===== config.mk =====
export PLATFORM = sky130hd
export DESIGN_NAME = mcu51_serial_port
export DESIGN_NICKNAME = d
export VERILOG_FILES = /design/src/rtl/mcu51_serial_pkg.sv /design/src/rtl/mcu51_bit_timer.sv /design/src/rtl/mcu51_serial_port.sv
export SDC_FILE = /design/constraint.sdc
export NUM_CORES = 1
export LEC_CHECK = 0
export CAP_MARGIN = 25
export CELL_PAD_IN_SITES_DETAIL_PLACEMENT = 0
export CELL_PAD_IN_SITES_GLOBAL_PLACEMENT = 1
export CORE_ASPECT_RATIO = 1.4
export CORE_UTILIZATION = 43
export CTS_BUF_LIST = sky130_fd_sc_hd__clkbuf_4 sky130_fd_sc_hd__clkbuf_8
export DETAILED_ROUTE_END_ITERATION = 10
export PLACE_DENSITY = 0.93
export SETUP_SLACK_MARGIN = 0.1
export SLEW_MARGIN = 20
export SYNTH_ARGS = -nofsm -noshare
export SYNTH_HDL_FRONTEND = slang
export SYNTH_SLANG_ARGS = --single-unit

===== constraint.sdc =====
create_clock -name i_clk -period 2 [get_ports i_clk]
set_clock_uncertainty 0.1 [all_clocks]
set_input_delay 0.4 -clock i_clk [delete_from_list [all_inputs] [get_ports i_clk]]
set_output_delay 0.4 -clock i_clk [all_outputs]
set_load 0.1 [all_outputs]

===== src/rtl/mcu51_serial_pkg.sv =====
// Purpose : shared types and constants for the MCU51 mode-1 serial port.
// Latency : n/a (declarations only).
// Backpressure: n/a.
// Contents: TX/RX state enums, default bit period and its counter width.
package mcu51_serial_pkg;

    typedef enum logic [1:0] {
        TX_IDLE,
        TX_START,
        TX_DATA,
        TX_STOP
    } tx_state_e;

    typedef enum logic [1:0] {
        RX_IDLE,
        RX_START,
        RX_DATA,
        RX_STOP
    } rx_state_e;

    // Default clock cycles per serial bit and the counter width it needs.
    localparam int BIT_TICKS_DEF = 16;
    localparam int BIT_CNT_W     = $clog2(BIT_TICKS_DEF);

endpackage


===== src/rtl/mcu51_bit_timer.sv =====
// Purpose : per-FSM bit-period counter, 0..TICKS-1, with synchronous load.
// Latency : ticks are combinational from the registered count.
// Backpressure: none; counts whenever i_en is high.
// Ports   : i_clk, i_reset (sync, active-high), i_load (clear count),
//           i_en (advance), o_tick_mid (count == TICKS/2-1),
//           o_tick_end (count == TICKS-1, last cycle of the bit).
module mcu51_bit_timer
    import mcu51_serial_pkg::*;
#(
    parameter int TICKS = BIT_TICKS_DEF,
    parameter int W     = BIT_CNT_W
) (
    input  logic i_clk,
    input  logic i_reset,
    input  logic i_load,
    input  logic i_en,
    output logic o_tick_mid,
    output logic o_tick_end
);

    localparam logic [W-1:0] END_V = W'(TICKS - 1);
    localparam logic [W-1:0] MID_V = W'(TICKS / 2 - 1);

    logic [W-1:0] r_cnt;

    always_ff @(posedge i_clk) begin
        if (i_reset || i_load) begin
            r_cnt <= '0;
        end else if (i_en) begin
            r_cnt <= (r_cnt == END_V) ? '0 : r_cnt + 1'b1;
        end
    end

    assign o_tick_mid = i_en && (r_cnt == MID_V);
    assign o_tick_end = i_en && (r_cnt == END_V);

endmodule


===== src/rtl/mcu51_serial_port.sv =====
// Purpose : 8N1 mode-1 serial port (SBUF/SCON style) for the MCU51 SFR bus.
// Latency : txd goes low one edge after sbuf_wr; ri one edge after stop sample.
// Backpressure: sbuf_wr while a frame is in progress is dropped; RX bytes
//           completing while ri=1 are dropped and flagged in o_rx_ovr.
// Ports   : i_clk, i_reset (sync, active-high), i_sbuf_wr/i_wdata (TX write),
//           i_ti_clr, i_ri_clr (flag clears), i_ren (RX enable), i_rxd (async),
//           o_txd, o_rdata, o_ti, o_ri, o_tx_busy, o_rx_ovr, o_rx_fe.
module mcu51_serial_port
    import mcu51_serial_pkg::*;
#(
    parameter int BIT_TICKS = BIT_TICKS_DEF
) (
    input  logic       i_clk,
    input  logic       i_reset,
    input  logic       i_sbuf_wr,
    input  logic [7:0] i_wdata,
    input  logic       i_ti_clr,
    input  logic       i_ri_clr,
    input  logic       i_ren,
    input  logic       i_rxd,
    output logic       o_txd,
    output logic [7:0] o_rdata,
    output logic       o_ti,
    output logic       o_ri,
    output logic       o_tx_busy,
    output logic       o_rx_ovr,
    output logic       o_rx_fe
);

    localparam int CNT_W = $clog2(BIT_TICKS);

    // ------------------------------------------------------------------
    // Transmitter
    // ------------------------------------------------------------------
    tx_state_e  r_tx_state, w_tx_nxt;
    logic [7:0] r_tx_sh;
    logic [2:0] r_tx_bit;
    logic       r_ti;
    logic       w_tx_load, w_tx_accept, w_tx_shift, w_ti_set;
    logic       w_tx_end, w_tx_mid_unused;
    logic       w_tx_en;

    assign w_tx_en = (r_tx_state != TX_IDLE);

    mcu51_bit_timer #(.TICKS(BIT_TICKS), .W(CNT_W)) u_tx_timer (
        .i_clk      (i_clk),
        .i_reset    (i_reset),
        .i_load     (w_tx_load),
        .i_en       (w_tx_en),
        .o_tick_mid (w_tx_mid_unused),
        .o_tick_end (w_tx_end)
    );

    always_comb begin
        w_tx_nxt    = r_tx_state;
        w_tx_load   = 1'b0;
        w_tx_accept = 1'b0;
        w_tx_shift  = 1'b0;
        w_ti_set    = 1'b0;
        case (r_tx_state)
            TX_IDLE: begin
                if (i_sbuf_wr) begin
                    w_tx_nxt    = TX_START;
                    w_tx_load   = 1'b1;
                    w_tx_accept = 1'b1;
                end
            end
            TX_START: begin
                if (w_tx_end) begin
                    w_tx_nxt  = TX_DATA;
                    w_tx_load = 1'b1;
                end
            end
            TX_DATA: begin
                if (w_tx_end) begin
                    w_tx_shift = 1'b1;
                    if (r_tx_bit == 3'd7) begin
                        w_tx_nxt  = TX_STOP;
                        w_tx_load = 1'b1;
                    end
                end
            end
            TX_STOP: begin
                if (w_tx_end) begin
                    w_ti_set  = 1'b1;
                    w_tx_load = 1'b1;
                    // A write landing on the completion cycle chains straight
                    // into the next start bit.
                    if (i_sbuf_wr) begin
                        w_tx_nxt    = TX_START;
                        w_tx_accept = 1'b1;
                    end else begin
                        w_tx_nxt = TX_IDLE;
                    end
                end
            end
            default: w_tx_nxt = TX_IDLE;
        endcase
    end

    always_ff @(posedge i_clk) begin
        if (i_reset) begin
            r_tx_state <= TX_IDLE;
            r_tx_sh    <= 8'h00;
            r_tx_bit   <= 3'd0;
            r_ti       <= 1'b0;
        end else begin
            r_tx_state <= w_tx_nxt;
            if (w_tx_accept) begin
                r_tx_sh  <= i_wdata;
                r_tx_bit <= 3'd0;
            end else if (w_tx_shift) begin
                r_tx_sh  <= {1'b0, r_tx_sh[7:1]};
                r_tx_bit <= r_tx_bit + 3'd1;
            end
            // Set wins over a coincident clear.
            if (w_ti_set)      r_ti <= 1'b1;
            else if (i_ti_clr) r_ti <= 1'b0;
        end
    end

    always_comb begin
        case (r_tx_state)
            TX_START: o_txd = 1'b0;
            TX_DATA:  o_txd = r_tx_sh[0];
            default:  o_txd = 1'b1;
        endcase
    end

    assign o_ti      = r_ti;
    assign o_tx_busy = (r_tx_state != TX_IDLE);

    // ------------------------------------------------------------------
    // Receiver
    // ------------------------------------------------------------------
    rx_state_e  r_rx_state, w_rx_nxt;
    logic       r_rxd_m, r_rxd_s, r_rxd_d;
    logic [7:0] r_rx_sh;
    logic [2:0] r_rx_bit;
    logic [7:0] r_rdata;
    logic       r_ri, r_ovr, r_fe;
    logic       w_rx_load, w_rx_start, w_rx_shift, w_rx_done;
    logic       w_rx_mid, w_rx_end, w_rx_en;
    logic       w_ri_set, w_ovr_set, w_fe_set;

    assign w_rx_en = (r_rx_state != RX_IDLE);

    mcu51_bit_timer #(.TICKS(BIT_TICKS), .W(CNT_W)) u_rx_timer (
        .i_clk      (i_clk),
        .i_reset    (i_reset),
        .i_load     (w_rx_load),
        .i_en       (w_rx_en),
        .o_tick_mid (w_rx_mid),
        .o_tick_end (w_rx_end)
    );

    always_comb begin
        w_rx_nxt   = r_rx_state;
        w_rx_load  = 1'b0;
        w_rx_start = 1'b0;
        w_rx_shift = 1'b0;
        w_rx_done  = 1'b0;
        if (!i_ren && (r_rx_state != RX_IDLE)) begin
            w_rx_nxt = RX_IDLE;
        end else begin
            case (r_rx_state)
                RX_IDLE: begin
                    if (i_ren && r_rxd_d && !r_rxd_s) begin
                        w_rx_nxt   = RX_START;
                        w_rx_load  = 1'b1;
                        w_rx_start = 1'b1;
                    end
                end
                RX_START: begin
                    // Mid start bit: reload so every later tick_end is mid-bit.
                    if (w_rx_mid) begin
                        if (r_rxd_s) begin
                            w_rx_nxt = RX_IDLE;
                        end else begin
                            w_rx_nxt  = RX_DATA;
                            w_rx_load = 1'b1;
                        end
                    end
                end
                RX_DATA: begin
                    if (w_rx_end) begin
                        w_rx_shift = 1'b1;
                        if (r_rx_bit == 3'd7) begin
                            w_rx_nxt  = RX_STOP;
                            w_rx_load = 1'b1;
                        end
                    end
                end
                RX_STOP: begin
                    if (w_rx_end) begin
                        w_rx_done = 1'b1;
                        w_rx_nxt  = RX_IDLE;
                    end
                end
                default: w_rx_nxt = RX_IDLE;
            endcase
        end
    end

    assign w_ri_set  = w_rx_done &&  r_rxd_s && !r_ri;
    assign w_ovr_set = w_rx_done &&  r_rxd_s &&  r_ri;
    assign w_fe_set  = w_rx_done && !r_rxd_s;

    always_ff @(posedge i_clk) begin
        if (i_reset) begin
            r_rxd_m    <= 1'b1;
            r_rxd_s    <= 1'b1;
            r_rxd_d    <= 1'b1;
            r_rx_state <= RX_IDLE;
            r_rx_sh    <= 8'h00;
            r_rx_bit   <= 3'd0;
            r_rdata    <= 8'h00;
            r_ri       <= 1'b0;
            r_ovr      <= 1'b0;
            r_fe       <= 1'b0;
        end else begin
            r_rxd_m    <= i_rxd;
            r_rxd_s    <= r_rxd_m;
            r_rxd_d    <= r_rxd_s;
            r_rx_state <= w_rx_nxt;
            if (w_rx_start) begin
                r_rx_bit <= 3'd0;
            end else if (w_rx_shift) begin
                // LSB arrives first, so shift in from the top.
                r_rx_sh  <= {r_rxd_s, r_rx_sh[7:1]};
                r_rx_bit <= r_rx_bit + 3'd1;
            end
            if (w_ri_set) r_rdata <= r_rx_sh;
            if (w_ri_set)      r_ri <= 1'b1;
            else if (i_ri_clr) r_ri <= 1'b0;
            if (w_ovr_set)     r_ovr <= 1'b1;
            else if (i_ri_clr) r_ovr <= 1'b0;
            if (w_fe_set)      r_fe <= 1'b1;
            else if (i_ri_clr) r_fe <= 1'b0;
        end
    end

    assign o_rdata  = r_rdata;
    assign o_ri     = r_ri;
    assign o_rx_ovr = r_ovr;
    assign o_rx_fe  = r_fe;

endmodule


Yosys cells after proc, flatten, opt, wreduce, memory -nomap -nowiden
Index checks and enable logic that the tools add are counted.
Word-level totals
  register bits: 49
  input port bits: 15
  output and inout port bits: 14
  word-level logic and storage cells: 121
Cells by class
  $add $sub $neg: 4
  eq/ne operators: 21
  multiplexer cells: 48
  bitwise logic cells: 1
  reductions and logical operators: 31
Operators by type and width (count)
  1-bit 2-to-1 mux: 27
  2-bit 2-to-1 mux: 11
  8-bit 2-to-1 mux: 2
  2-bit one-hot mux with 4 select lines: 2
  2-bit nonzero test: 7
  2-bit by 1-bit != test with 1-bit output, second input constant: 6
  1-bit logical AND: 10
  5-bit AND reduction: 2
  4-bit by 1-bit adder with 4-bit output, second input constant: 2
  2-bit == test, second input constant: 4
  4-bit == test, second input constant: 2
  4-bit 2-to-1 mux: 2
  2-bit != test, second input constant: 4
  2-bit OR reduction: 4
  3-bit by 1-bit adder with 3-bit output, second input constant: 2
  3-bit == test, second input constant: 2
  1-bit one-hot mux with 3 select lines: 2
  2-bit by 1-bit == test with 1-bit output, second input constant: 2
  4-bit by 3-bit == test with 1-bit output, second input constant: 1
  2-bit logical NOT: 2
  1-bit one-hot mux with 2 select lines: 2
  1-bit logical NOT: 3
  1-bit logical OR: 2
  2-bit AND reduction: 1
  1-bit inverter: 1

Logic depth before layout (Yosys ltp)
Gate-level depths: netlist (run 1).
  depth after elaboration: 8
  gate-level depth with buffers: 9
  gate-level depth less buffers: 6

Modules after synthesis
From an unflattened synthesis (run 1), not the netlist that was laid out.
Unflattened totals
  cell total of the unflattened synthesis: 256
  area, all modules: 2313.5 um^2
Modules (own cells, without submodules)
  mcu51_serial_port: instances 1, cells each 218, area an instance 1948.1 um^2, seq. area each 820.8 um^2
  mcu51_bit_timer: instances 2, cells each 19, area an instance 182.7 um^2, seq. area each 80.1 um^2

Worst setup path before layout (run 1)
Ideal clock, no wire load.
  kind: reg2out
  start: reg r_tx_state[0]
  end: out o_txd
  arrival: 2.480 ns
  data required time: 1.500 ns
  slack: -0.980 ns
  stages on the path, launching flop included: 5
  buffers on the path: 1
  cells stage by stage: dfxtp_1 > inv_1 > ha_1 > buf_2 > mux2i_1
On the way
  word-level cells in the longest chain between the ends: 2
  elaborated cells between the ends (all ways): 3
  those cells by class: eq/ne (2); mux (1)
RTL lines
  start, declared: RTL line mcu51_serial_port.sv:35  | tx_state_e r_tx_state, w_tx_nxt;
  start signal, assigned: RTL line mcu51_serial_port.sv:108  | r_tx_state <= w_tx_nxt;
  2-bit == test or 2-bit by 1-bit == test with 1-bit output (tied branches): RTL line mcu51_serial_port.sv:123  | case (r_tx_state)
  1-bit one-hot mux with 2 select lines (*): RTL line mcu51_serial_port.sv:123
  end, declared: RTL line mcu51_serial_port.sv:21  | output logic o_txd,
Every way passes the cells marked *; elsewhere a longest branch is shown, timed or not.

Worst setup path after layout (run 1)
  start: reg r_tx_state[1]
  end: out o_tx_busy
On the way
  word-level cells in the longest chain between the ends: 1
RTL lines
  2-bit nonzero test: RTL line mcu51_serial_port.sv:131  | assign o_tx_busy = (r_tx_state != TX_IDLE);
  end, declared: RTL line mcu51_serial_port.sv:25  | output logic o_tx_busy,
Every way passes these cells.

==> flow_metrics.env, run 1 <==
export IMPL_cp_slowest_cell="dfxtp_4"
export IMPL_hold_path_class="reg2reg"
export IMPL_drt_first_iter_violations=60
export IMPL_layout_drive_gt1_share_pct=20.0
export IMPL_required_ns=1.50
export IMPL_sw_frac_of_total_pct=36.2
export IMPL_p_per_area_nw_per_um2=1020
export IMPL_grt_pass1_vias=1725
export IMPL_grtUsageTotal_pct=16.5
export IMPL_fill_cells=467
export IMPL_outcome="complete, no violations"
export IMPL_cts_sinks=49
export IMPL_relSlewSlack_pct=71.2
export IMPL_combPwrFrac_pct=39.2
export IMPL_drcViolationCount=0
export IMPL_drv_cap=0
export IMPL_period_minus_slack_ns=1.85
export IMPL_fmax_mhz=540
export IMPL_clock_latency_ns=0.30
export IMPL_synth_top_area_share_pct=43.2
export IMPL_reg2reg_depth=6
export IMPL_area_growth_syn_to_layout_pct=24.6
export IMPL_antenna_left=0
export IMPL_cts_root_buf="clkbuf_8"
export IMPL_netlist_area_um2=2270
export IMPL_clock_path_buffers=2
export IMPL_synthesis_nets=275
export IMPL_crit_path_max_fanout=7
export IMPL_synth_commonest_cells="49 x dfxtp_1, 41 x nor2_1, 22 x mux2i_1"
export IMPL_setup_violations=0
export IMPL_worst_setup_path_start_kind="register"
export IMPL_clock_power_share_pct=20.6
export IMPL_crit_chain="inv_2, ha_4, buf_4, clkinvlp_4, buf_12"
export IMPL_maxSlewViolCount=0
export IMPL_clkSlewWorstSetupHoldPaths_ns=0.09
export IMPL_synth_seq_cells=49
export IMPL_hold_violations=0
export IMPL_cp_startpoint="r_tx_state[1]"
export IMPL_ys_flop_type="dfxtp_1"
export IMPL_start_util_pct=45.8
export IMPL_die_y_um=88.0
export IMPL_synth_cells=249
export IMPL_vdd_drop_max_mv=1.05
export IMPL_ctsHoldBuffers=0
export IMPL_cts_tree="done"
export IMPL_routabilityCongestion=0.762
export IMPL_ioPinCount=29
export IMPL_synth_seq_area_share_pct=43.2
export IMPL_holdPathStages=1
export IMPL_cts_buffers=5
export IMPL_setup_tns_ns=0
export IMPL_grt_setup_unrepaired="true"
export IMPL_grt_ovfl_total=0
export IMPL_die_w_um=63.4
export IMPL_diodes=0
export IMPL_layout_nets=310
export IMPL_internal_power_mw=1.83
export IMPL_first_pass_iters=4
export IMPL_cp_slowest_stage_delay_ns=0.38
export IMPL_setup_slack_ns=0.147
export IMPL_viasPerCell=5.26
export IMPL_pwr_share_seq_pct=40.2
export IMPL_p_sw_mw=1.04
export IMPL_finalWirelength_um=4320
export IMPL_place_ws_ns=0.0492
export IMPL_synth_cell_types=44
export IMPL_coreArea_um2=4950
export IMPL_htreeDepth=2
export IMPL_regToRegSetupSlack_ns=0.24
export IMPL_critical_path_endpoint="o_tx_busy"
export IMPL_yosysTopAreaCell="dfxtp_1"
export IMPL_worstReg2RegStart="u_rx_timer.r_cnt[0]"
export IMPL_worstSetupPathType="reg2out"
export IMPL_dieArea_um2=5580
export IMPL_syn_avg_cell_area_um2=9.12
export IMPL_antenna_found_initial=0
export IMPL_p_leak_nw=1.06
export IMPL_synth_most_common_cell="dfxtp_1"
export IMPL_crit_arrival_ns=1.35
export IMPL_async_reset_ff_share_pct=0
export IMPL_worst_slew_pin_slew_ns=0.430
export IMPL_vias=1836
export IMPL_grt_pass1_wl_um=7400
export IMPL_synth_warnings=0
export IMPL_synth_area_leaders="dfxtp_1 43%, mux2i_1 9.7%, nor2_1 6.8%, ha_1 6.1%, a21oi_1 4.6%"
export IMPL_grt_max_degree=31
export IMPL_placementRows=30
export IMPL_port_buffers=28
export IMPL_hpwl_um=3180
export IMPL_r2r_end="o_rdata[6]"
export IMPL_fin_util_pct=57.1
export IMPL_fin_crit_sh_pct=92.6
export IMPL_critPathCaptureType="output pin"
export IMPL_synth_edf_count=0
export IMPL_wl_per_cell_um=12.4
## through the flow
step	std cells	hold slack, ns	cell area [µm²]	total power [mW]
5_1_grt	349	0.364	2830	3.04
6_report	349	0.320	2830	2.88
3_5_place_dp	339	0.297	2680	2.22
4_1_cts	349	0.319	2820	2.89
2_1_floorplan	249	0.289	2290	1.90
3_3_place_gp	339	0.313	2680	2.20
## worst min path at each step
stage | startpoint | to | slack (ns)
floorplan | r_rxd_m | r_rxd_s | 0.29
global placement | r_rxd_m | r_rxd_s | 0.31
detailed placement | r_rxd_m | r_rxd_s | 0.30
CTS | r_rxd_m | r_rxd_s | 0.32
global route | r_rxd_m | r_rxd_s | 0.36
finish | r_rxd_m | r_rxd_s | 0.32
## cells in the final DEF, fill, tap and decap left out, types with 2 or more instances in the layout
cell type	instances
nor3_1	3
a311oi_1	3
nor2b_1	5
clkinvlp_4	2
xor2_1	2
nor3_2	2
o221ai_1	2
buf_12	5
nand2b_1	3
ha_4	2
a211oi_1	7
nand3_1	10
clkbuf_8	5
or2_2	4
nand3b_1	2
a21oi_1	21
mux2i_1	21
buf_4	22
inv_1	5
clkdlybuf4s50_1	14
xnor2_1	2
nor4_2	2
nand2_1	12
or3_1	2
ha_1	7
ha_2	2
nor2_1	41
dfxtp_1	47
o21ai_0	7
## sequential cells by signal (all words and copies together), names as in the netlist, 2 cells and up, named ones only
register / flops
o_rdata: 8
r_rx_bit: 3
r_rx_sh: 8
r_tx_bit: 3
r_tx_sh: 8
r_tx_state: 2
u_rx_timer.r_cnt: 4
u_tx_timer.r_cnt: 4
## worst max-delay path, delay by kind of cell, from the launching register on
family / cells / cell delay, ns
adders and majority gates: 1 / 0.17
buffers and inverters: 4 / 0.49
DFF: 1 / 0.38
## layer usage
layer  GRT usage [%]  routed length, µm  up-vias
met5               0                  0        -
met2            29.9               2170       32
met3            3.52                124        8
met4            6.20                 78        0
li1                -                  -      948
met1            19.0               1950      848
## kinds of logic after synthesis
kind of cell	Yosys count	synth area share, %
AOI/OAI and AO/OA	49	14.0
muxes	22	9.70
and+or+nand+nor	93	20.4
adders and majority gates	11	6.06
DFF	49	43.2
xor gates and xnor gates	4	1.54
buffers and inverters	21	5.12
## what timing repair did
item / in CTS / in global routing
resized for setup: 10 / 3
endpoints found under the setup margin: 5 / 9
buffers inserted: 2 / 0
pin swaps: 1 / 0
## layout make-up
cell class	count	area (µm²)	share of cell area, %
Clock inverter	3	25.0	0.884
Multi-Input combinational cell	179	1230	43.4
Clock buffer	5	68.8	2.43
Tap cell	64	80.1	2.83
Inverter	8	36.3	1.28
Sequential cell	49	986	34.8
Timing Repair Buffer	41	405	14.3
## power groups by stage
| stage | Combinational [mW] | Sequential (mW) | Clock, mW |
|---|---|---|---|
| final | 1.13 | 1.16 | 0.592 |
| after global routing | 1.21 | 1.17 | 0.662 |
| after CTS | 1.13 | 1.15 | 0.613 |
| after detailed placement | 1.06 | 1.16 | 0 |
| after global placement | 1.04 | 1.16 | 0 |
| after floorplan | 0.759 | 1.14 | 0 |
No activity file was read; power rests on OpenSTA's default activity.
==> inputs of run 2 (changes only) <==
Settings changed: CAP_MARGIN 25 to default, SLEW_MARGIN 20 to 5.
Clock period 2 ns to 1.8 ns, I/O delays scaled along.
==> flow_metrics.env, run 2 (synthesis gave the netlist of run 1 again) <==
export IMPL_outcome="finished, violations left"
export IMPL_violations="setup timing"
export IMPL_placementRows=30
export IMPL_htreeDepth=2
export IMPL_vias=1914
export IMPL_cp_slowest_stage_delay_ns=0.36
export IMPL_final_common_cell="dfxtp_1"
export IMPL_antenna_left=0
export IMPL_hpwl_um=3450
export IMPL_worst_slew_pin_slew_ns=0.358
export IMPL_viasPerCell=5.23
export IMPL_die_y_um=88.0
export IMPL_clkSlewWorstSetupHoldPaths_ns=0.09
export IMPL_layout_common_cells="42 x dfxtp_1, 41 x nor2_1, 24 x buf_4"
export IMPL_clock_path_buffers=2
export IMPL_regToRegSetupSlack_ns=0.04
export IMPL_grtUsageTotal_pct=18.7
export IMPL_worst_setup_path_start_kind="register"
export IMPL_grt_pass1_wl_um=8090
export IMPL_antenna_found_initial=0
export IMPL_crit_chain="inv_2, buf_6, ha_4, mux2i_4, buf_12"
export IMPL_wl_per_cell_um=13.0
export IMPL_port_buffers=28
export IMPL_path_buf_inv=3
export IMPL_layout_nets=327
export IMPL_first_pass_iters=4
export IMPL_layout_drive_gt1_share_pct=28.5
export IMPL_drt_first_iter_violations=80
export IMPL_period_minus_slack_ns=1.87
export IMPL_grt_setup_unrepaired="true"
export IMPL_die_w_um=63.4
export IMPL_setup_tns_ns=-0.112
export IMPL_p_per_area_nw_per_um2=1070
export IMPL_cp_slowest_cell="dfxtp_4"
export IMPL_grt_ovfl_total=0
export IMPL_crit_arrival_ns=1.41
export IMPL_drv_cap=0
export IMPL_setup_slack_ns=-0.0679
export IMPL_drcViolationCount=0
export IMPL_ioPinCount=29
export IMPL_p_leak_nw=1.20
export IMPL_critPathCaptureType="output pin"
export IMPL_cts_root_buf="clkbuf_8"
export IMPL_cts_tree="done"
export IMPL_setup_violations=2
export IMPL_required_ns=1.34
export IMPL_place_ws_ns=-0.138
export IMPL_relSlewSlack_pct=75.5
export IMPL_start_util_pct=45.8
export IMPL_cts_sinks=49
export IMPL_routabilityCongestion=0.731
export IMPL_critical_path_top_delay_family="flip-flops"
export IMPL_diodes=0
export IMPL_maxSlewViolCount=0
export IMPL_fin_crit_sh_pct=104
export IMPL_coreArea_um2=4950
export IMPL_crit_path_max_fanout=3
export IMPL_fmax_mhz=535
export IMPL_area_growth_syn_to_layout_pct=39.0
export IMPL_finalWirelength_um=4770
export IMPL_grt_max_degree=15
export IMPL_clock_latency_ns=0.30
export IMPL_grt_pass1_vias=1835
export IMPL_cts_buffers=5
export IMPL_whs_ns=0.286
export IMPL_hold_path_class="in2reg"
export IMPL_final_area_um2=3160
export IMPL_hold_violations=0
export IMPL_fill_cells=407
export IMPL_vdd_drop_max_mv=1.43
export IMPL_worstSetupPathType="reg2out"
export IMPL_placed_cell_area_um2=2900
export IMPL_dieArea_um2=5580
run 2: worst paths after layout:
path / startpoint / endpoint / depth (start not counted)
setup / recovery: r_tx_state[0] / o_txd / 5
hold / removal: i_ren / r_rx_state[0] / 3
setup reg to reg: r_tx_state[0] / r_tx_bit[2] / 6
hold reg to reg: r_rxd_m / r_rxd_s / 1
run 2: power breakdown:
group / total (mW) / switching (mW) / internal, mW / leakage, nW
clock: 0.703 / 0.355 / 0.348 / 0.0542
combinational: 1.40 / 0.752 / 0.652 / 0.743
sequential: 1.28 / 0.0759 / 1.20 / 0.400
total: 3.38 / 1.18 / 2.20 / 1.20
run 2: timing repair:
action                                  CTS  global route
pin swaps                                 1             3
gates resized for setup                  10            18
hold buffers                              0             0
endpoints found under the setup margin   16            34
setup buffers                             3             4
cloned                                    1             0
run 2: area by class of cell:
type	instances	area (µm²)	area share [%]
multi-input combinational	179	1260	40.0
sequential	49	995	31.5
timing repair buffer	58	683	21.6
clock buffer	7	96.3	3.05
tap	64	80.1	2.54
inverter	8	33.8	1.07
clock inverter	1	5.00	0.159
run 2: stage by stage:
step	power [mW]	utilization, %	std cells
detailed placement	2.55	58.6	350
global placement	2.53	58.6	350
floorplan	2.17	-	249
finish	3.38	63.7	366
global route	3.56	63.7	366
CTS	3.30	61.8	362
run 2: layer usage:
| metal | track usage [%] | part of all wire [%] | vias to the layer above |
|---|---|---|---|
| li1 | - | - | 980 |
| met1 | 19.7 | 41 | 895 |
| met2 | 35.4 | 54 | 35 |
| met3 | 4.04 | 3.1 | 4 |
| met4 | 8.06 | 1.6 | 0 |
| met5 | 0 | 0 | - |
run 2: tightest hold or removal path, stage by stage:
cell and delay (ns):
dlymetal6s2s_1 0.17, nand2b_1 0.09, a21oi_1 0.04
==> inputs of run 3 (changes only) <==
Settings changed: CORE_MARGIN from default to 1.5.
==> flow_metrics.env, run 3 (synthesis gave the netlist of run 1 again) <==
export IMPL_relSlewSlack_pct=74.7
export IMPL_dpl_cell_count=354
export IMPL_grt_max_degree=24
export IMPL_die_w_um=64.4
export IMPL_setup_violations=0
export IMPL_clock_latency_ns=0.31
export IMPL_wl_per_cell_um=13.8
export IMPL_maxSlewViolCount=0
export IMPL_start_util_pct=44.4
export IMPL_first_pass_iters=4
export IMPL_vias=1983
export IMPL_grtUsageTotal_pct=18.9
export IMPL_worstReg2RegStart="r_tx_state[1]"
export IMPL_crit_path_max_fanout=4
export IMPL_htreeDepth=2
export IMPL_reg2reg_depth=6
export IMPL_fmax_mhz=560
export IMPL_final_common_cell="dfxtp_1"
export IMPL_layout_common_cells="42 x dfxtp_1, 41 x nor2_1, 29 x buf_4"
export IMPL_diodes=0
export IMPL_area_growth_syn_to_layout_pct=43.1
export IMPL_grt_pass1_vias=1954
export IMPL_worst_slew_pin_slew_ns=0.370
export IMPL_regToRegSetupSlack_ns=0.05
export IMPL_min_from="r_rxd_m"
export IMPL_dieArea_um2=5730
export IMPL_worstSetupPathType="reg2out"
export IMPL_period_minus_slack_ns=1.78
export IMPL_outcome="complete, no violations"
export IMPL_finalWirelength_um=5140
export IMPL_viasPerCell=5.32
export IMPL_p_per_area_nw_per_um2=1110
export IMPL_grt_ovfl_total=0
export IMPL_cts_root_buf="clkbuf_8"
export IMPL_hpwl_um=3590
export IMPL_crit_arrival_ns=1.32
export IMPL_critPathCaptureType="output pin"
export IMPL_drcViolationCount=0
export IMPL_placed_cell_area_um2=2920
export IMPL_grt_setup_unrepaired="true"
export IMPL_ioPinCount=29
export IMPL_clkSlewWorstSetupHoldPaths_ns=0.09
export IMPL_cp_slowest_stage_delay_ns=0.34
export IMPL_min_to="r_rxd_s"
export IMPL_cts_sinks=49
export IMPL_cp_slowest_cell="dfxtp_2"
export IMPL_drv_cap=0
export IMPL_whs_ns=0.351
export IMPL_cts_tree="done"
export IMPL_coreArea_um2=5120
export IMPL_cts_buffers=5
export IMPL_fin_crit_sh_pct=99.1
export IMPL_antenna_left=0
export IMPL_vdd_drop_max_mv=1.04
export IMPL_fill_cells=432
export IMPL_hold_violations=0
export IMPL_ctsHoldBuffers=0
export IMPL_grt_pass1_wl_um=8490
export IMPL_antenna_found_initial=0
export IMPL_port_buffers=28
export IMPL_cp_startpoint="r_tx_state[0]"
export IMPL_required_ns=1.34
export IMPL_layout_drive_gt1_share_pct=31.9
export IMPL_layout_nets=332
export IMPL_holdPathStages=1
export IMPL_die_y_um=89.0
export IMPL_final_area_um2=3250
export IMPL_crit_chain="buf_4, ha_4, mux2i_4, buf_12"
export IMPL_r2r_end="r_tx_bit[0]"
export IMPL_placementRows=31
export IMPL_final_cells=373
export IMPL_worst_setup_path_start_kind="register"
export IMPL_clock_path_buffers=2
export IMPL_p_leak_nw=1.21
export IMPL_routabilityCongestion=0.819
export IMPL_drt_first_iter_violations=68
export IMPL_hold_path_class="reg2reg"
[run 3: final cells by class]
type | instances | area (µm²) | share of cell area (%)
Clock buffer | 5 | 68.8 | 2.12
Tap cell | 66 | 82.6 | 2.54
Multi-Input combinational cell | 179 | 1330 | 40.8
Timing Repair Buffer | 63 | 714 | 22.0
Sequential cell | 49 | 992 | 30.5
Inverter | 8 | 38.8 | 1.19
Clock inverter | 3 | 26.3 | 0.809
[run 3: through the flow]
| stage | power (mW) | setup WS (ns) | setup TNS, ns | utilization (%) |
|---|---|---|---|---|
| finish | 3.59 | 0.0156 | 0 | 63.5 |
| global route | 3.77 | -0.0141 | -0.0253 | 63.5 |
| CTS | 3.44 | 0.00168 | 0 | 61.3 |
| detailed placement | 2.57 | -0.120 | -1.51 | 57.1 |
| global placement | 2.55 | -0.0973 | -1.10 | 57.1 |
| floorplan | 2.17 | -0.0312 | -0.0312 | - |
[run 3: worst max-delay path: cells and delay by family (launching register included)]
kind | cells | cell delay, ns
fa+ha+maj | 1 | 0.17
mux | 1 | 0.16
flops | 1 | 0.34
buf+inv | 2 | 0.34
[run 3: worst max path at each step]
| stage | end | slack (ns) | cells past startpoint |
|---|---|---|---|
| after floorplan | o_txd | -0.03 | 4 |
| after global routing | o_txd | -0.01 | 4 |
| after detailed placement | u_rx_timer.r_cnt[0] | -0.12 | 5 |
| after CTS | o_txd | 0.002 | 4 |
| final | o_txd | 0.02 | 4 |
| after global placement | u_rx_timer.r_cnt[3] | -0.1 | 5 |
[run 3: power by group]
part	internal, mW	switching, mW
Clock	0.283	0.405
Combinational	0.794	0.818
Sequential	1.20	0.0918
Total	2.28	1.31
[run 3: per-layer routing]
layer,wire [µm],track usage [%]
met1,2040,20.3
met2,2770,34.8
met3,154,3.90
met4,178,10.3
met5,0,0
[run 3: timing repair]
item | 4_1_cts | 5_1_grt
buffers inserted | 7 | 2
gates cloned | 1 | 1
resized for setup | 13 | 26
pin swaps | 4 | 14
endpoints found under the setup margin | 16 | 39
